--- src/rtl/vga_scan_timing_if.sv ---
`default_nettype none
// +----------------------------------------------------------------------+
// | vga_scan_timing_if : raster coordinates, strobes and sync outputs    |
// | Revision 1.0                                                         |
// +----------------------------------------------------------------------+
interface vga_scan_if;
  logic [10:0] visible_col;
  logic [10:0] visible_row;
  logic        pix_en;
  logic        hsync;
  logic        vsync;
  logic        video_on;
  logic        frame_tick;

  modport master (
    output visible_col, visible_row, pix_en, hsync, vsync, video_on, frame_tick
  );

  modport slave (
    input  visible_col, visible_row, pix_en, hsync, vsync, video_on, frame_tick
  );
endinterface
`default_nettype wire

--- src/rtl/vga_scan_timing.sv ---
`default_nettype none
// +----------------------------------------------------------------------+
// | vga_scan_timing : pixel divider, raster counters, delayed sync decode|
// | Revision 1.0                                                         |
// +----------------------------------------------------------------------+
module vga_scan_timing #(
  parameter int CLK_DIV  = 2,
  parameter int H_VIS    = 640,
  parameter int H_FP     = 16,
  parameter int H_SYNC   = 96,
  parameter int H_BP     = 48,
  parameter int V_VIS    = 480,
  parameter int V_FP     = 10,
  parameter int V_SYNC   = 2,
  parameter int V_BP     = 33,
  parameter int PIPE_DLY = 1
) (
  input  logic       clk,
  input  logic       BTN_S,
  vga_scan_if.master vga
);

  localparam int          c_H_TOTAL  = H_VIS + H_FP + H_SYNC + H_BP;
  localparam int          c_V_TOTAL  = V_VIS + V_FP + V_SYNC + V_BP;
  localparam logic [3:0]  c_DIV_LAST = 4'(CLK_DIV - 1);
  localparam logic [10:0] c_H_LAST   = 11'(c_H_TOTAL - 1);
  localparam logic [10:0] c_V_LAST   = 11'(c_V_TOTAL - 1);
  localparam logic [10:0] c_H_VIS    = 11'(H_VIS);
  localparam logic [10:0] c_V_VIS    = 11'(V_VIS);
  localparam logic [10:0] c_HS_START = 11'(H_VIS + H_FP);
  localparam logic [10:0] c_HS_END   = 11'(H_VIS + H_FP + H_SYNC);
  localparam logic [10:0] c_VS_START = 11'(V_VIS + V_FP);
  localparam logic [10:0] c_VS_END   = 11'(V_VIS + V_FP + V_SYNC);

  logic [3:0]  r_div_cnt;
  logic [10:0] r_col;
  logic [10:0] r_row;
  logic        r_frame_tick;
  logic        w_pix_en;
  logic        w_h_end;
  logic        w_v_end;
  logic        w_hs_raw;
  logic        w_vs_raw;
  logic        w_vo_raw;

  assign w_pix_en = (r_div_cnt == c_DIV_LAST);
  assign w_h_end  = (r_col == c_H_LAST);
  assign w_v_end  = (r_row == c_V_LAST);

  always_ff @(posedge clk or posedge BTN_S) begin
    if (BTN_S) begin
      r_div_cnt <= 4'd0;
    end else if (w_pix_en) begin
      r_div_cnt <= 4'd0;
    end else begin
      r_div_cnt <= r_div_cnt + 4'd1;
    end
  end

  always_ff @(posedge clk or posedge BTN_S) begin
    if (BTN_S) begin
      r_col        <= 11'd0;
      r_row        <= 11'd0;
      r_frame_tick <= 1'b0;
    end else begin
      // Tick is registered on the wrap edge so it lines up with the (0,0) count.
      r_frame_tick <= w_pix_en & w_h_end & w_v_end;
      if (w_pix_en) begin
        if (w_h_end) begin
          r_col <= 11'd0;
          r_row <= w_v_end ? 11'd0 : r_row + 11'd1;
        end else begin
          r_col <= r_col + 11'd1;
        end
      end
    end
  end

  assign w_hs_raw = ~((r_col >= c_HS_START) && (r_col < c_HS_END));
  assign w_vs_raw = ~((r_row >= c_VS_START) && (r_row < c_VS_END));
  assign w_vo_raw = (r_col < c_H_VIS) && (r_row < c_V_VIS);

  // Stages advance every clk so the lag is in clocks, matching downstream registers.
  generate
    if (PIPE_DLY == 0) begin : g_dly_none
      assign vga.hsync    = w_hs_raw;
      assign vga.vsync    = w_vs_raw;
      assign vga.video_on = w_vo_raw;
    end else begin : g_dly_pipe
      logic [2:0] r_stage [PIPE_DLY];

      always_ff @(posedge clk or posedge BTN_S) begin
        if (BTN_S) begin
          for (int i = 0; i < PIPE_DLY; i++) begin
            r_stage[i] <= 3'b110;
          end
        end else begin
          r_stage[0] <= {w_hs_raw, w_vs_raw, w_vo_raw};
          for (int i = 1; i < PIPE_DLY; i++) begin
            r_stage[i] <= r_stage[i-1];
          end
        end
      end

      assign {vga.hsync, vga.vsync, vga.video_on} = r_stage[PIPE_DLY-1];
    end
  endgenerate

  assign vga.visible_col = r_col;
  assign vga.visible_row = r_row;
  assign vga.pix_en      = w_pix_en;
  assign vga.frame_tick  = r_frame_tick;

endmodule
`default_nettype wire
--- src/flat_wrapper.sv ---
// flat-port wrapper written by rule: the top's interface ports become plain ports
module vga_scan_timing_flat 
#(
  parameter int CLK_DIV  = 2,
  parameter int H_VIS    = 640,
  parameter int H_FP     = 16,
  parameter int H_SYNC   = 96,
  parameter int H_BP     = 48,
  parameter int V_VIS    = 480,
  parameter int V_FP     = 10,
  parameter int V_SYNC   = 2,
  parameter int V_BP     = 33,
  parameter int PIPE_DLY = 1
)
  (clk, BTN_S, vga_visible_col, vga_visible_row, vga_pix_en, vga_hsync, vga_vsync, vga_video_on, vga_frame_tick);
  vga_scan_if vga_i ();
  input  logic clk;
  input  logic BTN_S;
  output wire logic [$bits(vga_i.visible_col)-1:0] vga_visible_col;
  output wire logic [$bits(vga_i.visible_row)-1:0] vga_visible_row;
  output wire logic [$bits(vga_i.pix_en)-1:0] vga_pix_en;
  output wire logic [$bits(vga_i.hsync)-1:0] vga_hsync;
  output wire logic [$bits(vga_i.vsync)-1:0] vga_vsync;
  output wire logic [$bits(vga_i.video_on)-1:0] vga_video_on;
  output wire logic [$bits(vga_i.frame_tick)-1:0] vga_frame_tick;
  assign vga_visible_col = vga_i.visible_col;
  assign vga_visible_row = vga_i.visible_row;
  assign vga_pix_en = vga_i.pix_en;
  assign vga_hsync = vga_i.hsync;
  assign vga_vsync = vga_i.vsync;
  assign vga_video_on = vga_i.video_on;
  assign vga_frame_tick = vga_i.frame_tick;
  vga_scan_timing #(.CLK_DIV(CLK_DIV), .H_VIS(H_VIS), .H_FP(H_FP), .H_SYNC(H_SYNC), .H_BP(H_BP), .V_VIS(V_VIS), .V_FP(V_FP), .V_SYNC(V_SYNC), .V_BP(V_BP), .PIPE_DLY(PIPE_DLY)) u_core (.clk(clk), .BTN_S(BTN_S), .vga(vga_i));
endmodule
--- config.mk ---
export PLATFORM = sky130hd
export DESIGN_NAME = vga_scan_timing_flat
export DESIGN_NICKNAME = d
export VERILOG_FILES = /design/src/rtl/vga_scan_timing_if.sv /design/src/rtl/vga_scan_timing.sv /design/src/flat_wrapper.sv
export SDC_FILE = /design/constraint.sdc
export NUM_CORES = 1
export LEC_CHECK = 0
export BUFFER_PORTS_ARGS = -buffer_cell sky130_fd_sc_hd__buf_2
export CORE_ASPECT_RATIO = 0.9
export CORE_MARGIN = 5
export CORE_UTILIZATION = 50
export CTS_CLUSTER_DIAMETER = 60
export DETAILED_ROUTE_END_ITERATION = 12
export MAX_ROUTING_LAYER = met4
export PLACE_DENSITY = 0.73
export SETUP_SLACK_MARGIN = 0.5
export SYNTH_ARGS = -nofsm -noshare
export SYNTH_HDL_FRONTEND = slang
export SYNTH_SLANG_ARGS = --single-unit
--- constraint.sdc ---
create_clock -name clk -period 2.55 [get_ports clk]
set_clock_uncertainty 0.2 [all_clocks]
set_input_delay 0.6375 -clock clk [delete_from_list [all_inputs] [get_ports clk]]
set_output_delay 0.6375 -clock clk [all_outputs]
set_load 0.05 [all_outputs]
After elaboration in Yosys (flattened, before gate mapping)
Cells that the tools add are included.
{ "classes": {"n_addsub": 3, "n_lt_le_gt_ge": 6, "n_eq_ne": 3, "muxes": 3, "bitwise_logic": 4, "n_reduce_logical": 4} }
{ "op_table": {"columns": ["operator", "n"], "rows": [
  ["11-bit by 1-bit adder with 11-bit output (second input constant)", 2],
  ["11-bit by 10-bit == test with 1-bit output (second input constant)", 2],
  ["11-bit by 10-bit < comparator with 1-bit output (second input constant)", 2],
  ["11-bit by 9-bit < comparator with 1-bit output (second input constant)", 2],
  ["11-bit 2-to-1 mux", 2],
  ["11-bit by 10-bit >= comparator with 1-bit output (second input constant)", 1],
  ["11-bit by 9-bit >= comparator with 1-bit output (second input constant)", 1],
  ["4-bit by 1-bit adder with 4-bit output (second input constant)", 1],
  ["4-bit by 1-bit == test with 1-bit output (second input constant)", 1],
  ["4-bit 2-to-1 mux", 1],
  ["1-bit logical AND", 3],
  ["1-bit bitwise AND", 2],
  ["1-bit NOT", 2],
  ["2-bit AND reduction", 1]
]} }
{ "word_totals": {"regBits": 30, "inputBits": 2, "out_inout_bits": 27, "wordCells": 28} }

Logic depth before layout (Yosys ltp)
Gate-level depths: netlist (run 1).
{ "depth": {"ltp_word": 3, "mapped_depth": 7, "ltp_nobuf": 6} }

Worst setup path before layout (run 1)
No wires, ideal clock.
{ "synth_path": {"path_type": "reg2reg", "start": "register u_core.r_col[0] (netlist: u_core.vga.visible_col[0])", "end": "register u_core.r_row[6] (netlist: u_core.vga.visible_row[6])", "setup_ns": 0.144, "t_arrival_ns": 1.901, "t_required_ns": 2.206, "setup_slack_ns": 0.305, "path_stages_with_launch": 8, "path_buffers": 2, "synth_period_minus_slack_ns": 2.245, "cell_sequence": "dfrtp_1 > ha_1 > and3_1 > clkbuf_1 > and4_1 > buf_2 > nand3_1 > xnor2_1"} }
{ "synth_via": {"elab_chain_len": 2} }
{ "synth_rtl": {"columns": ["item", "line", "rtl"], "rows": [
  ["start: declaration", "vga_scan_timing.sv:36", "logic [10:0] r_col;"],
  ["start signal: assignment", "vga_scan_timing.sv:73", "r_col <= r_col + 11'd1;"],
  ["11-bit by 10-bit == test with 1-bit output", "vga_scan_timing.sv:47", "assign w_h_end = (r_col == c_H_LAST);"],
  ["2-bit AND reduction (no source line)", null, null],
  ["end signal: assignment", "vga_scan_timing.sv:71", "r_row <= w_v_end ? 11'd0 : r_row + 11'd1;"],
  ["end: declaration", "vga_scan_timing.sv:37", "logic [10:0] r_row;"]
]} }
No other way between the ends.
A chain may end at the register's enable or synchronous reset.

Final worst setup path (run 1)
{ "layout_path": {"start": "register u_core.r_div_cnt[1]", "end": "output port vga_pix_en"} }
{ "layout_via": {"elab_chain_len": 1} }
{ "layout_rtl": {"columns": ["item", "line", "rtl"], "rows": [
  ["start: declaration", "vga_scan_timing.sv:35", "logic [3:0] r_div_cnt;"],
  ["start signal: assignment", "vga_scan_timing.sv:56", "r_div_cnt <= r_div_cnt + 4'd1;"],
  ["4-bit by 1-bit == test with 1-bit output", "vga_scan_timing.sv:46", "assign w_pix_en = (r_div_cnt == c_DIV_LAST);"],
  ["end: declaration", "flat_wrapper.sv:21", "output wire logic [$bits(vga_i.pix_en)-1:0] vga_pix_en;"]
]} }
No other way between the ends.

==> results of run 1 <==
registers in the layout (all words and copies together), names as in the netlist:
| register | flops |
|---|---|
| u_core.g_dly_pipe.r_stage | 3 |
| u_core.r_div_cnt | 4 |
| u_core.vga.frame_tick | 1 |
| u_core.vga.visible_col | 11 |
| u_core.vga.visible_row | 11 |
cell type report:
cell class | instances | share of cell area
Clock buffer | 8 | 0.0394
Inverter | 7 | 0.0144
Multi-Input combinational cell | 110 | 0.393
Sequential cell | 30 | 0.381
Tap cell | 42 | 0.0263
Timing Repair Buffer | 44 | 0.146
placed cells by master, fill, tap and decap left out, types with 5 or more instances in the layout:
| cell type | instances |
|---|---|
| dfrtp_2 | 7 |
| nor2_1 | 9 |
| buf_4 | 11 |
| buf_6 | 5 |
| xnor2_1 | 9 |
| dfrtp_1 | 21 |
| buf_2 | 26 |
| clkbuf_4 | 6 |
| nand2_1 | 13 |
| mux2i_1 | 5 |
| nand4_1 | 8 |
| inv_1 | 6 |
| nand3_1 | 11 |
synthesized netlist by cell type:
cell type   n
a21oi_1     8
a31oi_1     1
and2_1      4
and3_1      2
and4_1      4
and4bb_2    1
buf_2       1
buf_6       1
clkbuf_1    3
dfrtp_1    28
dfstp_2     2
ha_1        3
inv_1       6
inv_2       1
mux2_2      1
mux2i_1     5
nand2_1    13
nand3_1    15
nand3_2     1
nand3b_1    1
nand4_1     8
nand4_4     1
nor2_1      9
nor3_1      2
nor3b_2     1
nor4_1      2
nor4bb_1    2
o21ai_0     3
o21ai_1     5
or2_2       1
or3_1       3
or4b_4      1
xnor2_1     9
xor2_1      3
critical path: stages, from the launching register on:
cell,delay (ns)
dfrtp_1,0.39
or4b_4,0.56
inv_4,0.09
buf_8,0.14
layer usage:
layer	track usage	vias to the layer above
li1	-	639
met5	-	-
met3	0.0667	9
met1	0.237	686
met2	0.285	35
met4	0.0769	0
power by group through the flow:
stage	Clock [mW]	Combinational [mW]	Sequential, mW
after floorplan	0	0.00700	0.485
after global placement	0	0.0112	0.485
after detailed placement	0	0.0117	0.485
after CTS	0.363	0.0116	0.475
after global routing	0.394	0.0134	0.476
final	0.360	0.0110	0.475
metrics by stage:
stage | power [mW] | area [sq um]
final | 0.847 | 2000
after global routing | 0.883 | 2000
after CTS | 0.851 | 1890
after detailed placement | 0.496 | 1710
after global placement | 0.496 | 1710
after floorplan | 0.492 | 1540
logic make-up (layout without fill, tap and decap cells):
family | count (synthesis) | after routing | share of synthesized area
buffers and inverters | 12 | 59 | 0.0353
AOI/OAI and AO/OA | 17 | 17 | 0.0567
muxes | 6 | 6 | 0.0403
adders and majority gates | 3 | 3 | 0.0247
and+or+nand+nor | 71 | 72 | 0.279
xor gates and xnor gates | 12 | 12 | 0.0690
DFF | 30 | 30 | 0.495
worst paths after layout:
kind                                                from                                      to  cells past startpoint
setup / recovery           u_core.r_div_cnt[1]$_DFF_PP0_                              vga_pix_en                      3
hold / removal                                     BTN_S   u_core.vga.visible_row[0]$_DFFE_PP0P_                      3
setup reg to reg           u_core.r_div_cnt[1]$_DFF_PP0_   u_core.vga.visible_col[9]$_DFFE_PP0N_                      8
hold reg to reg            u_core.r_div_cnt[0]$_DFF_PP0_           u_core.r_div_cnt[0]$_DFF_PP0_                      1
max in group asynchronous                          BTN_S  u_core.g_dly_pipe.r_stage[2]$_DFF_PP1_                      3
min in group clk           u_core.r_div_cnt[0]$_DFF_PP0_           u_core.r_div_cnt[0]$_DFF_PP0_                      1
repair_timing:
action | in CTS | in global routing
setup endpoints to repair | 13 | 17
setup buffers | 10 | 4
cloned | 0 | 1
gates resized for setup | 9 | 17
pin swaps | 4 | 6
hold buffers | 0 | 0
==> flow_metrics.py, run 1 <==
metrics = {
    "power_and_ir_drop": {
        "share_seq_of_total_power": 0.562,
        "internal-power_mw": 0.665,
        "p_comb_frac": 0.013,
        "leakage_nw": 0.885,
        "ir_drop_mv": 0.242,
        "sw_frac_of_total": 0.214,
        "p_sw_mw": 0.181,
        "p_per_area_mw_per_mm2": 423,
        "clockPowerShare": 0.425,
    },
    "place": {
        "finalWeightedCongestion": 0.882,
        "place_ws_ns": 0.325,
        "port_buffers": 28,
        "post-dp-hpwl_um": 2240,
        "placed_cells": 218,
    },
    "timing": {
        "fin_setup_tns_ns": 0,
        "finalCriticalPeriod_ns": 2.35,
        "timing.slew.headroom": 0.613,
        "hold_ws_ns": 0.149,
        "worst_slew_pin_slew_ns": 0.576,
        "post-route-period-util": 0.922,
        "hold_violations": 0,
        "setup_violations": 0,
        "max_clock_freq_mhz": 425,
        "slew_viol_final": 0,
        "setup_ws_ns": 0.200,
        "rsz0062_at_grt": "yes",
    },
    "layout": {
        "area_growth_pct": 31.3,
        "fill_cells": 241,
        "drive_above_1_share": 0.412,
        "multi_input_area_sq_um": 786,
        "diodes": 0,
        "nets": 203,
        "post-route-util": 0.668,
        "seq_area_sq_um": 762,
        "instances_no_fill": 241,
    },
    "status": {
        "status": "completed",
    },
    "grt": {
        "antenna_found_initial": 0,
        "grt_pass1_vias": 1255,
        "grt_max_degree": 31,
        "grt_pass1_wl_um": 6020,
        "grt_use_total": 0.192,
        "gr-total-overflow": 0,
    },
    "critical_path": {
        "crit_type": "register to output pin",
        "cp_max_fo": 2,
        "r2r_slack_ns": 0.39,
        "cp.required_ns": 1.71,
        "end_kind": "output pin",
        "arrival_ns": 1.51,
        "start_kind": "register",
    },
    "floorplanning": {
        "num_rows": 19,
        "ios": 29,
        "fp.dieW_um": 68.2,
        "die-area_sq_mm": 0.00425,
        "fp.dieH_um": 62.4,
        "core_area_sq_mm": 0.00300,
        "initial_core_util": 0.508,
    },
    "min_path": {
        "hold_class": "primary input to asynchronous set/reset pin",
    },
    "run": {
        "max-cap-violations": 0,
    },
    "cts": {
        "clock_path_buffers": 2,
        "cts_tree": "done",
        "cts_buffers": 5,
        "clk_latency_ns": 0.34,
        "cts_root_buffer": "clkbuf_4",
        "cts_sinks": 30,
        "htreeDepth": 2,
        "path_clk_slew_ns": 0.11,
    },
    "routing": {
        "drt-initial-drc-count": 112,
        "firstDrtPassIters": 4,
        "ant_nets": 0,
        "dr.max_layer_used": "met4",
        "route.met2.wl_um": 1920,
        "vias": 1369,
        "route.met3.wl_um": 209,
        "drc": 0,
        "routed_wl_um": 3890,
        "wl_per_cell_um": 16.1,
        "met1_length_um": 1660,
        "avgViaCountPerCell": 5.68,
    },
    "logic_synthesis": {
        "syn_inst": 151,
        "ys_seq_area_frac": 0.495,
        "synth_area_leader_cell": "dfrtp_1",
        "ys_types": 34,
        "synth_warnings": 0,
        "synth_seq_cells": 30,
        "syn_area_sq_mm": 0.00152,
        "synth_nets": 156,
        "synth_top_area_frac": 0.460,
        "netlist_top_cells_area": "dfrtp_1 46%, xnor2_1 5.2%, nand3_1 4.9%, dfstp_2 3.5%, mux2i_1 3.3%",
        "avgSynthCellArea_sq_um": 10.1,
    },
}
Power figures use the tool's default switching activity.
==> run 2, diff against run 1 <==
--- a/config.mk
+++ b/config.mk
@@ -5,7 +5,7 @@
 export SDC_FILE = /design/constraint.sdc
 export NUM_CORES = 1
 export LEC_CHECK = 0
-export BUFFER_PORTS_ARGS = -buffer_cell sky130_fd_sc_hd__buf_2
+export BUFFER_PORTS_ARGS = -buffer_cell sky130_fd_sc_hd__buf_4
 export CORE_ASPECT_RATIO = 0.9
 export CORE_MARGIN = 5
 export CORE_UTILIZATION = 50
@@ -13,7 +13,6 @@
 export DETAILED_ROUTE_END_ITERATION = 12
 export MAX_ROUTING_LAYER = met4
 export PLACE_DENSITY = 0.73
-export SETUP_SLACK_MARGIN = 0.5
 export SYNTH_ARGS = -nofsm -noshare
 export SYNTH_HDL_FRONTEND = slang
 export SYNTH_SLANG_ARGS = --single-unit
==> flow_metrics.py, run 2 (same netlist as run 1, synthesis figures left out) <==
metrics = {
    "critical_path": {
        "r2r_slack_ns": 0.30,
        "arrival_ns": 1.68,
        "crit_type": "register to output pin",
        "regToRegStartpoint": "u_core.r_div_cnt[1]$_DFF_PP0_",
        "cp_num_buf_inv": 2,
        "critPathSlowestCell": "or4b_4",
        "start_kind": "register",
        "crit_chain": "or4b_4 > inv_6 > buf_6",
        "cp_max_fo": 11,
        "slowest_delay_ns": 0.61,
        "path_depth": 3,
        "end_kind": "output pin",
        "critical-path-top-delay-family": "simple AND/OR/NAND/NOR gates",
        "r2r_end": "u_core.vga.visible_row[8]$_DFFE_PP0P_",
        "cp.required_ns": 1.71,
        "r2r_cells": 5,
    },
    "cts": {
        "cts_buffers": 5,
        "path_clk_slew_ns": 0.09,
        "cts_root_buffer": "clkbuf_4",
        "clk_latency_ns": 0.33,
        "ctsHoldBuffers": 0,
        "cts_tree": "done",
        "htreeDepth": 2,
        "cts_sinks": 30,
        "clock_path_buffers": 2,
    },
    "grt": {
        "grt_pass1_vias": 1186,
        "grt_use_total": 0.171,
        "antenna_found_initial": 0,
        "grt_pass1_wl_um": 5450,
        "gr-total-overflow": 0,
        "grt_max_degree": 31,
    },
    "layout": {
        "nets": 188,
        "instances_no_fill": 226,
        "final_common_cell": "buf_4",
        "drive_above_1_share": 0.261,
        "area_growth_pct": 22.2,
        "diodes": 0,
        "final_cell_mix": "29 x buf_4, 28 x dfrtp_1, 15 x nand3_1",
    },
    "power_and_ir_drop": {
        "leakage_nw": 0.823,
        "total_power_mw": 0.837,
        "ir_drop_mv": 0.366,
        "p_per_area_mw_per_mm2": 450,
    },
    "place": {
        "finalWeightedCongestion": 0.821,
        "place_ws_ns": 0.242,
        "post-dp-hpwl_um": 2240,
        "placed_cells": 217,
        "port_buffers": 28,
    },
    "timing": {
        "setup_ws_ns": 0.0324,
        "post-route-period-util": 0.987,
        "finalCriticalPeriod_ns": 2.52,
        "fin_setup_tns_ns": 0,
        "worst_slew_pin_slew_ns": 0.481,
        "max_clock_freq_mhz": 397,
        "setup_violations": 0,
        "timing.slew.headroom": 0.678,
        "rsz0062_at_grt": "no",
        "hold_ws_ns": 0.174,
        "slew_viol_final": 0,
        "hold_violations": 0,
    },
    "min_path": {
        "hold_class": "primary input to asynchronous set/reset pin",
    },
    "run": {
        "max-cap-violations": 0,
    },
    "routing": {
        "drt-initial-drc-count": 101,
        "wl_per_cell_um": 14.5,
        "firstDrtPassIters": 4,
        "avgViaCountPerCell": 5.54,
        "drc": 0,
        "ant_nets": 0,
        "vias": 1252,
        "routed_wl_um": 3280,
    },
    "floorplanning": {
        "num_rows": 19,
        "ios": 29,
        "fp.dieW_um": 68.2,
        "initial_core_util": 0.508,
        "core_area_sq_mm": 0.00300,
        "fp.dieH_um": 62.4,
        "die-area_sq_mm": 0.00425,
    },
    "status": {
        "status": "completed",
    },
}
-- run 2: cell types whose count changed in the layout (fill, tap and decap cells not counted), sizes merged --
| cell | change |
|---|---|
| and4 | -1 |
| buf | -13 |
| clkbuf | -1 |
-- run 2: layout make-up --
type | instances | area (sq um)
Clock buffer | 8 | 78.8
Timing Repair Buffer | 30 | 229
Inverter | 7 | 31.3
Multi-Input combinational cell | 109 | 716
Fill cell | 260 | 1130
Tap cell | 42 | 52.6
Sequential cell | 30 | 753
-- run 2: metrics by stage --
step | area, sq um | utilization
after detailed placement | 1770 | 0.589
after global placement | 1770 | 0.589
after global routing | 1860 | 0.621
final | 1860 | 0.621
after CTS | 1850 | 0.618
after floorplan | 1520 | -
-- run 2: power by group --
group          switching, mW  internal [mW]
Sequential                 0          0.475
Clock                  0.162          0.188
Combinational        0.00912        0.00209
Total                  0.172          0.666
-- run 2: worst min-delay path: cells and delay by family --
kind / cells / cell delay (ns)
buffers and inverters: 3 / 0.49
-- run 2: worst max-delay path by stage --
stage                                            end                             startpoint  slack (ns)
6_report                                  vga_pix_en          u_core.r_div_cnt[1]$_DFF_PP0_        0.03
3_3_place_gp                              vga_pix_en          u_core.r_div_cnt[1]$_DFF_PP0_        0.33
5_1_grt                                   vga_pix_en          u_core.r_div_cnt[1]$_DFF_PP0_      0.0005
3_5_place_dp   u_core.vga.visible_row[8]$_DFFE_PP0P_          u_core.r_div_cnt[1]$_DFF_PP0_        0.24
4_1_cts                                   vga_pix_en          u_core.r_div_cnt[1]$_DFF_PP0_        0.02
2_1_floorplan  u_core.vga.visible_row[6]$_DFFE_PP0P_  u_core.vga.visible_col[0]$_DFFE_PP0N_        0.30
-- run 2: routing by layer --
layer  vias up  wire, um  global-route usage  share of wire
li1        601         -                   -              -
met1       615      1510               0.232           0.46
met2        30      1570               0.248           0.48
met3         6       148              0.0432          0.045
met4         0        50              0.0596          0.015
met5         -         0                   -              0
-- run 2: repair_timing --
item                       4_1_cts  5_1_grt
buffers inserted                 0        1
setup endpoints to repair        1        1
gates resized for setup          2        1
